<file path="config.mk">
export PLATFORM = sky130hd
export DESIGN_NAME = fifo_read_stream
export DESIGN_NICKNAME = d
export VERILOG_FILES = /design/src/rtl/fifo_read_stream_pkg.sv /design/src/rtl/stream_skid_buf.sv /design/src/rtl/fifo_read_stream.sv
export SDC_FILE = /design/constraint.sdc
export NUM_CORES = 1
export LEC_CHECK = 0
export ABC_AREA = 1
export CORE_AREA = 2 2 96 98
export CTS_CLUSTER_DIAMETER = 100
export DETAILED_ROUTE_END_ITERATION = 7
export DIE_AREA = 0 0 98 100
export PLACE_DENSITY = 0.85
export REMOVE_ABC_BUFFERS = 1
export SYNTH_ARGS = -nofsm -noshare
export SYNTH_HDL_FRONTEND = slang
export SYNTH_SLANG_ARGS = --single-unit
</file>
<file path="constraint.sdc">
create_clock -name clk -period 2.7 [get_ports clk]
set_input_delay 0.27 -clock clk [delete_from_list [all_inputs] [get_ports clk]]
set_output_delay 0.27 -clock clk [all_outputs]
set_load 0.005 [all_outputs]
</file>
<file path="src/rtl/fifo_read_stream_pkg.sv">
// rtl/fifo_read_stream_pkg.sv - shared defaults for the FIFO consumer-side read stream
package fifo_read_stream_pkg;

  // Storage word / stream width used across the FIFO datapath.
  localparam int DEF_WIDTH = 32;

  // Skid entries needed to cover the 1-cycle storage read latency at full rate.
  localparam int SKID_DEEP = 2;

  // Default width of the discarded-word counter.
  localparam int DEF_DROP_W = 16;

  // Width of an occupancy counter able to hold 0..depth inclusive.
  function automatic int occ_width(input int depth);
    return $clog2(depth) + 1;
  endfunction

endpackage

</file>
<file path="src/rtl/stream_skid_buf.sv">
// rtl/stream_skid_buf.sv - small circular skid buffer with push/pop/clear
module stream_skid_buf
  import fifo_read_stream_pkg::*;
#(
  parameter int WIDTH = DEF_WIDTH,
  parameter int DEPTH = SKID_DEEP,
  localparam int PTR_W = $clog2(DEPTH),
  localparam int CNT_W = occ_width(DEPTH)
) (
  input  logic             clk,
  input  logic             rst,
  input  logic             push,
  input  logic [WIDTH-1:0] push_data,
  input  logic             pop,
  input  logic             clear,
  output logic [WIDTH-1:0] head_data,
  output logic [CNT_W-1:0] count
);

  logic [WIDTH-1:0] mem [DEPTH];
  logic [PTR_W-1:0] head;
  logic [PTR_W-1:0] tail;

  // Pointers wrap naturally because DEPTH is a power of two; clear beats push/pop.
  always_ff @(posedge clk) begin
    if (rst) begin
      head  <= '0;
      tail  <= '0;
      count <= '0;
      for (int i = 0; i < DEPTH; i++) begin
        mem[i] <= '0;
      end
    end else if (clear) begin
      head  <= '0;
      tail  <= '0;
      count <= '0;
    end else begin
      if (push) begin
        mem[tail] <= push_data;
        tail      <= tail + 1'b1;
      end
      if (pop) begin
        head <= head + 1'b1;
      end
      case ({push, pop})
        2'b10:   count <= count + 1'b1;
        2'b01:   count <= count - 1'b1;
        default: count <= count;
      endcase
    end
  end

  assign head_data = mem[head];

endmodule

</file>
<file path="src/rtl/fifo_read_stream.sv">
// rtl/fifo_read_stream.sv - FIFO read port to valid/ready stream with credit-managed skid buffer
module fifo_read_stream
  import fifo_read_stream_pkg::*;
#(
  parameter int WIDTH  = DEF_WIDTH,
  parameter int DEPTH  = SKID_DEEP,
  parameter int DROP_W = DEF_DROP_W,
  localparam int LVL_W = $clog2(DEPTH) + 1
) (
  input  logic              clk,
  input  logic              rst,
  input  logic              en,
  input  logic              flush,
  output logic              fifo_re,
  input  logic              fifo_re_n,
  input  logic [WIDTH-1:0]  fifo_rd_data,
  output logic              m_valid,
  input  logic              m_ready,
  output logic [WIDTH-1:0]  m_data,
  output logic [LVL_W-1:0]  level,
  output logic [DROP_W-1:0] drop_cnt
);

  logic [LVL_W-1:0] count;
  logic [LVL_W:0]   occupancy;
  logic             inflight;
  logic             drop_q;
  logic             pop;
  logic             acc;
  logic             unsol;
  logic             push;
  logic             clear;

  assign pop = m_valid & m_ready & en;

  // Credits: buffered words plus the read in flight, minus the word leaving now.
  // Counting this cycle's pop lets a full buffer keep requesting at 1 word/cycle.
  assign occupancy = {1'b0, count} + {{LVL_W{1'b0}}, inflight} - {{LVL_W{1'b0}}, pop};
  assign fifo_re   = en & ~flush & ~rst & (occupancy < (LVL_W + 1)'(DEPTH));

  assign acc   = fifo_re & fifo_re_n;
  assign unsol = fifo_re_n & ~fifo_re;
  assign push  = en & ~flush & inflight;
  assign clear = en & flush;

  // Track the read in flight and forced grants; a flush forgets both so the
  // word landing next cycle is silently discarded rather than counted.
  always_ff @(posedge clk) begin
    if (rst) begin
      inflight <= 1'b0;
      drop_q   <= 1'b0;
      drop_cnt <= '0;
    end else if (en) begin
      if (flush) begin
        inflight <= 1'b0;
        drop_q   <= 1'b0;
      end else begin
        inflight <= acc;
        drop_q   <= unsol;
        if (drop_q && (drop_cnt != {DROP_W{1'b1}})) begin
          drop_cnt <= drop_cnt + 1'b1;
        end
      end
    end
  end

  stream_skid_buf #(
    .WIDTH (WIDTH),
    .DEPTH (DEPTH)
  ) u_skid (
    .clk       (clk),
    .rst       (rst),
    .push      (push),
    .push_data (fifo_rd_data),
    .pop       (pop),
    .clear     (clear),
    .head_data (m_data),
    .count     (count)
  );

  assign m_valid = (count != '0);
  assign level   = count;

endmodule

</file>
# After elaboration in Yosys (flattened, before gate mapping)
# Memories as Yosys holds them, arrays and structs flattened. A register that Yosys moved wholly into a read port is not among the register bits.
# Cells that the tools add are included.
[totals]
register_bits = 22
ram_bits = 64
inputBits = 38
out_inout_bits = 52
elab_cells = 50
mem_count = 1
[memory_table]
columns = ["memory", "words", "word_bits", "read_ports", "rd_ports_with_merged_regs", "wr", "line_no", "text"]
rows = [
  ["u_skid.mem", 2, 32, 1, 1, 2, "stream_skid_buf.sv:20", "logic [WIDTH-1:0] mem [DEPTH];"],
]
[classes]
n_addsub = 7
magnitude_cmp = 1
n_eq_ne = 3
muxes = 14
n_bitwise = 12
n_reduce_logical = 6
[op_table]
columns = ["op", "count"]
rows = [
  ["2-to-1 mux 32 bit", 1],
  ["OR reduction 32 bit", 1],
  ["adder 16 x 1 -> 16 bit, second input constant", 1],
  ["inequality test 16 bit, second input constant", 1],
  ["2-to-1 mux 1 bit", 12],
  ["bitwise AND 1 bit", 9],
  ["one-hot mux 2 bit (2 select lines)", 1],
  ["nonzero test 2 bit", 2],
  ["adder 2 x 1 -> 3 bit", 1],
  ["< comparator 3 x 2 -> 1 bit, second input constant", 1],
  ["NOT 1 bit", 3],
  ["AND reduction 3 bit", 1],
  ["subtractor 3 x 1 -> 3 bit", 1],
  ["adder 1 bit, second input constant", 2],
  ["adder 2 x 1 -> 2 bit, second input constant", 1],
  ["equality test 2 x 1 -> 1 bit, second input constant", 1],
  ["equality test 2 bit, second input constant", 1],
  ["OR reduction 2 bit", 1],
  ["subtractor 2 x 1 -> 2 bit, second input constant", 1],
  ["logical AND 1 bit", 1],
]

# Depth between registers and ports, before layout
[depth]
ltp_word = 9
depth_mapped = 13
depth_no_buf = 13

# Modules after synthesis
# From an unflattened synthesis, not the netlist that was laid out.
[hier_totals]
cells_unflattened = 435
hier_area_um2 = 4240.3
[modules_own_cells]
columns = ["module", "instances", "cells_per_inst", "area_per_inst_um2", "seq_area_each_um2"]
rows = [
  ["stream_skid_buf", 1, 235, 3007.9, 2021.9],
  ["fifo_read_stream", 1, 200, 1232.4, 360.3],
]

# Worst setup path before layout
# Ideal clock, no wire load.
[synth_timing]
path_kind = "input to register"
from = "input port rst"
to = "memory u_skid.mem[0][0] in the netlist's numbering (enable)"
setup_time_ps = 389
t_arrival_ps = 1668
required_time_ps = 2311
path_slack_ps = 642
cell_stages = 5
path_buffers = 2
path_cell_list = "buf_2 inv_1 nand4_1 buf_2 nand2_1"
[synth_rtl]
columns = ["element", "line_no", "text"]
rows = [
  ["from (decl)", "fifo_read_stream.sv:11", "input logic rst,"],
  ["to (decl)", "stream_skid_buf.sv:20", ""],
]

# Worst setup path in the final report
[layout_timing]
from = "register u_skid.count[1]"
to = "output port fifo_re"
[layout_via]
elab_chain_len = 6
elab_cells_between_ends = 7
cone_classes = "2 x add/sub; 1 x order compare; 3 x bitwise; 1 x reduce/logical"
[layout_lines]
columns = ["element", "line_no", "text"]
rows = [
  ["from (decl)", "stream_skid_buf.sv:17", "output logic [CNT_W-1:0] count"],
  ["from (signal assigned)", "stream_skid_buf.sv:46", "2'b10: count <= count + 1'b1;"],
  ["from (signal assigned)", "stream_skid_buf.sv:47", "2'b01: count <= count - 1'b1;"],
  ["from (signal assigned)", "stream_skid_buf.sv:48", "default: count <= count;"],
  ["nonzero test 2 bit", "fifo_read_stream.sv:81", "assign m_valid = (count != '0);"],
  ["bitwise AND 1 bit (2 in series)", "fifo_read_stream.sv:34", "assign pop = m_valid & m_ready & en;"],
  ["net pop", "fifo_read_stream.sv:28", "logic pop;"],
  ["subtractor 3 x 1 -> 3 bit", "fifo_read_stream.sv:38", "assign occupancy = {1'b0, count} + {{LVL_W{1'b0}}, inflight} - {{LVL_W{1'b0}}, pop};"],
  ["< comparator 3 x 2 -> 1 bit", "fifo_read_stream.sv:39", "assign fifo_re = en & ~flush & ~rst & (occupancy < (LVL_W + 1)'(DEPTH));"],
  ["bitwise AND 1 bit", "fifo_read_stream.sv:39", ""],
  ["to (decl)", "fifo_read_stream.sv:14", "output logic fifo_re,"],
]
# The timed path passes the listed nets, and every way through them passes these cells.

==> impl_metrics.tcl <==
set metrics [dict create \
    outcome "finished clean" \
    die_w_um 98 \
    crit_arrival_ns 2.27 \
    p_per_area_nw_per_um2 495.5 \
    final_common_cell "nor2_1" \
    io-pin-count 90 \
    fin_crit_sh 0.9395 \
    worst-r2r-setup-slack_ns 0.60 \
    cp_slowest_stage_delay_ns 0.40 \
    reg2reg_from "u_skid.count[1]" \
    rsz0062_at_grt "false" \
    reg2reg_depth 13 \
    h-tree-depth 3 \
    grt_max_degree 33 \
    r2r_end "drop_q" \
    synth_compound_area_frac 0.02940 \
    synth.area.mux_share 0.08821 \
    maxCapViolCount 0 \
    ys.flop_type "edfxtp_1" \
    totalNegativeSetupSlack_ns 0 \
    critical_path_depth 12 \
    vias 3011 \
    holdPathStages 2 \
    drc 0 \
    avgSynthCellArea_um2 10.16 \
    p_leak_nw 2.180 \
    ys.warnings.count 0 \
    core_area_um2 8890 \
    placedCellCount 599 \
    rows 35 \
    critPathRequiredTime_ns 2.43 \
    wl_met3_um 553 \
    clockBufferDepth 2 \
    worstPathMaxFanout 2 \
    initial_core_util 0.4595 \
    drt_iter0_markers 71 \
    grt_usage 0.1732 \
    finalCriticalPeriod_ns 2.537 \
    hold_path_class "reg2reg" \
    grt_pass1_wl_mm 13.45 \
    finalMaxSlewViolations 0 \
    worstMarginPinSlew_ns 0.4472 \
    wl_mm 8.320 \
    grt_remaining_overflow 0 \
    seq_area_um2 2384 \
    synth_top_family_by_area "simple AND/OR/NAND/NOR gates" \
    clockRootBuffer "clkbuf_8" \
    synthesis.area_um2 4085 \
    cp-start-kind "flop" \
    path_class "reg2out" \
    place.gp.congestion 0.8745 \
    cts_tree "built" \
    hold_path_end "drop_q" \
    routed_via_density 4.888 \
    finalCoreUtilization 0.6025 \
    place_ws_ns -0.1462 \
    hp-start "drop_q" \
    hold_viol_final 0 \
    synth_edf_count 64 \
    antenna_found_initial 0 \
    synth-simple-area-share 0.1868 \
    wl_per_cell_um 13.51 \
    synthArstFlopShare 0 \
    yosys.area_share.xor_xnor 0.02787 \
    cts.sinks 87 \
    cts_hold_buf 0 \
    drive_gt1_frac 0.1624 \
    grt_pass1_vias 2968 \
    hold_slack_ns 0.4690 \
    clock_skew_ns 0.01018 \
    n_fill_cell 723 \
    synthTopCellsByArea "edfxtp_1, dfxtp_1, nor2_1, mux2_2, inv_1" \
    clkLatencyLatePin_ns 0.35 \
    port_buffers 89 \
    drt_pass1_iterations 7 \
    hpwl_mm 5.717 \
    path_buf_inv 5 \
    top_layer_used "met4" \
    synthToLayoutAreaGrowth_pct 31.12 \
    dieArea_um2 9800 \
    cp_cell_sequence "nor2_2 -> inv_1 -> nand3_2 -> inv_2 -> ha_1 -> inv_1 -> nand2_2 -> fa_2 -> xnor2_2 -> nand4_1 -> inv_2 -> clkbuf_2" \
    antenna_left 0 \
    synth_top_area_cell "edfxtp_1" \
    slowest_stage "fa_2" \
    synthCells 402 \
    wl_met1_mm 3.446 \
    fin_nets 542 \
    relSlewSlack 0.7015 \
    setup-violations-final 0 \
    multiInputGateArea_um2 1435 \
    wl_met2_mm 4.299 \
    cp-end-kind "primary output" \
    synth_seq_cells 87 \
    n_antenna_cell 0 \
    setup_ws_ns 0.1632 \
    stdcell_count 616 \
    critPathTopFamily "adder cells" \
    final_cell_mix "nor2_1, clkdlybuf4s50_1, edfxtp_1" \
    cts_made_buffers 9 \
    die_y_um 100 \
    synth_cell_type_count 27 \
    clkTransAtPathRegs_ns 0.08 \
    ir_drop_v 0.0002144 \
    ys_seq_area_frac 0.5832 \
    synthAdderAreaFrac 0.01409 \
    max_freq_mhz 394.2 \
    yosysTopAreaCellShare 0.4704 \
]
[power by group]
part	total, W	internal (W)	switching, W
clock network	0.000987	0.000528	0.000459
registers	0.00148	0.00146	0.0000115
logic	0.000190	0.000109	0.0000816
[cell type report]
type	count	area share
clock buffers	10	0.02383
clock inverters	6	0.01729
multi-input cells	246	0.2679
inverters	56	0.03924
flip-flops and latches	87	0.4450
repair buffers	100	0.1808
well taps	111	0.02593
[worst max path at each step]
stage / startpoint / to / slack (ns)
2_1_floorplan: rst / u_skid.mem[0][0] / 0.03
3_3_place_gp: en / fifo_re / -0.11
3_5_place_dp: en / fifo_re / -0.15
4_1_cts: u_skid.count[1] / fifo_re / 0.009
5_1_grt: u_skid.count[1] / fifo_re / 0.008
6_report: u_skid.count[1] / fifo_re / 0.16
[cells in the mapped netlist (2+ instances only)]
cell,count
nor2_2,3
xnor2_1,4
dfxtp_1,23
a21oi_2,6
nand4_1,5
buf_2,10
mux2_2,29
nand2_1,54
a21oi_1,6
ha_1,3
inv_1,55
xor2_1,9
edfxtp_1,64
nor2_4,2
nand3_1,9
mux2_1,3
nor2_1,99
nand2_2,3
clkbuf_1,2
o21ai_0,6
[timing repair]
item | in CTS | in global routing
pin swaps | 0 | 3
endpoints found under the setup margin | 1 | 1
buffers inserted | 0 | 1
resized for setup | 1 | 10
[state kept, by name (all words and copies together), names as in the netlist, named ones only]
signal        count
drop_cnt         16
drop_q            1
inflight          1
u_skid.count      2
u_skid.head       1
u_skid.mem       64
u_skid.tail       1
[cell families (layout without fill, tap and decap cells)]
kind of cell             count (synthesis)  count (layout)
AND/OR/NAND/NOR                        178             178
flip-flops                              87              87
buffers and inverters                   69             172
multiplexers                            32              32
AO/OA/AOI/OAI                           19              19
XOR/XNOR                                13              13
adder cells (fa/ha/maj)                  4               4
[metal layers]
| metal | vias up | global-route usage |
|---|---|---|
| li1 | 1488 | - |
| met1 | 1424 | 0.2062 |
| met5 | - | 0 |
| met4 | 0 | 0.04701 |
| met3 | 2 | 0.04526 |
| met2 | 97 | 0.3119 |
[through the flow]
stage | power [W] | instance area (um^2)
4_1_cts | 0.002679 | 5331
3_5_place_dp | 0.001698 | 5112
2_1_floorplan | 0.001571 | 4008
6_report | 0.002654 | 5356
3_3_place_gp | 0.001692 | 5112
5_1_grt | 0.002756 | 5356
[worst reg2reg max path: stages, from the launching register on]
cell and delay (ns):
dfxtp_2 0.33, nor2_2 0.09, inv_1 0.06, nand3_2 0.07, inv_2 0.05, ha_1 0.29, inv_1 0.08, nand2_2 0.06
fa_2 0.40, xnor2_2 0.15, nand4_1 0.14, buf_4 0.18, nand3_1 0.05, a21oi_1 0.06
(Power assumes the default switching activity.)
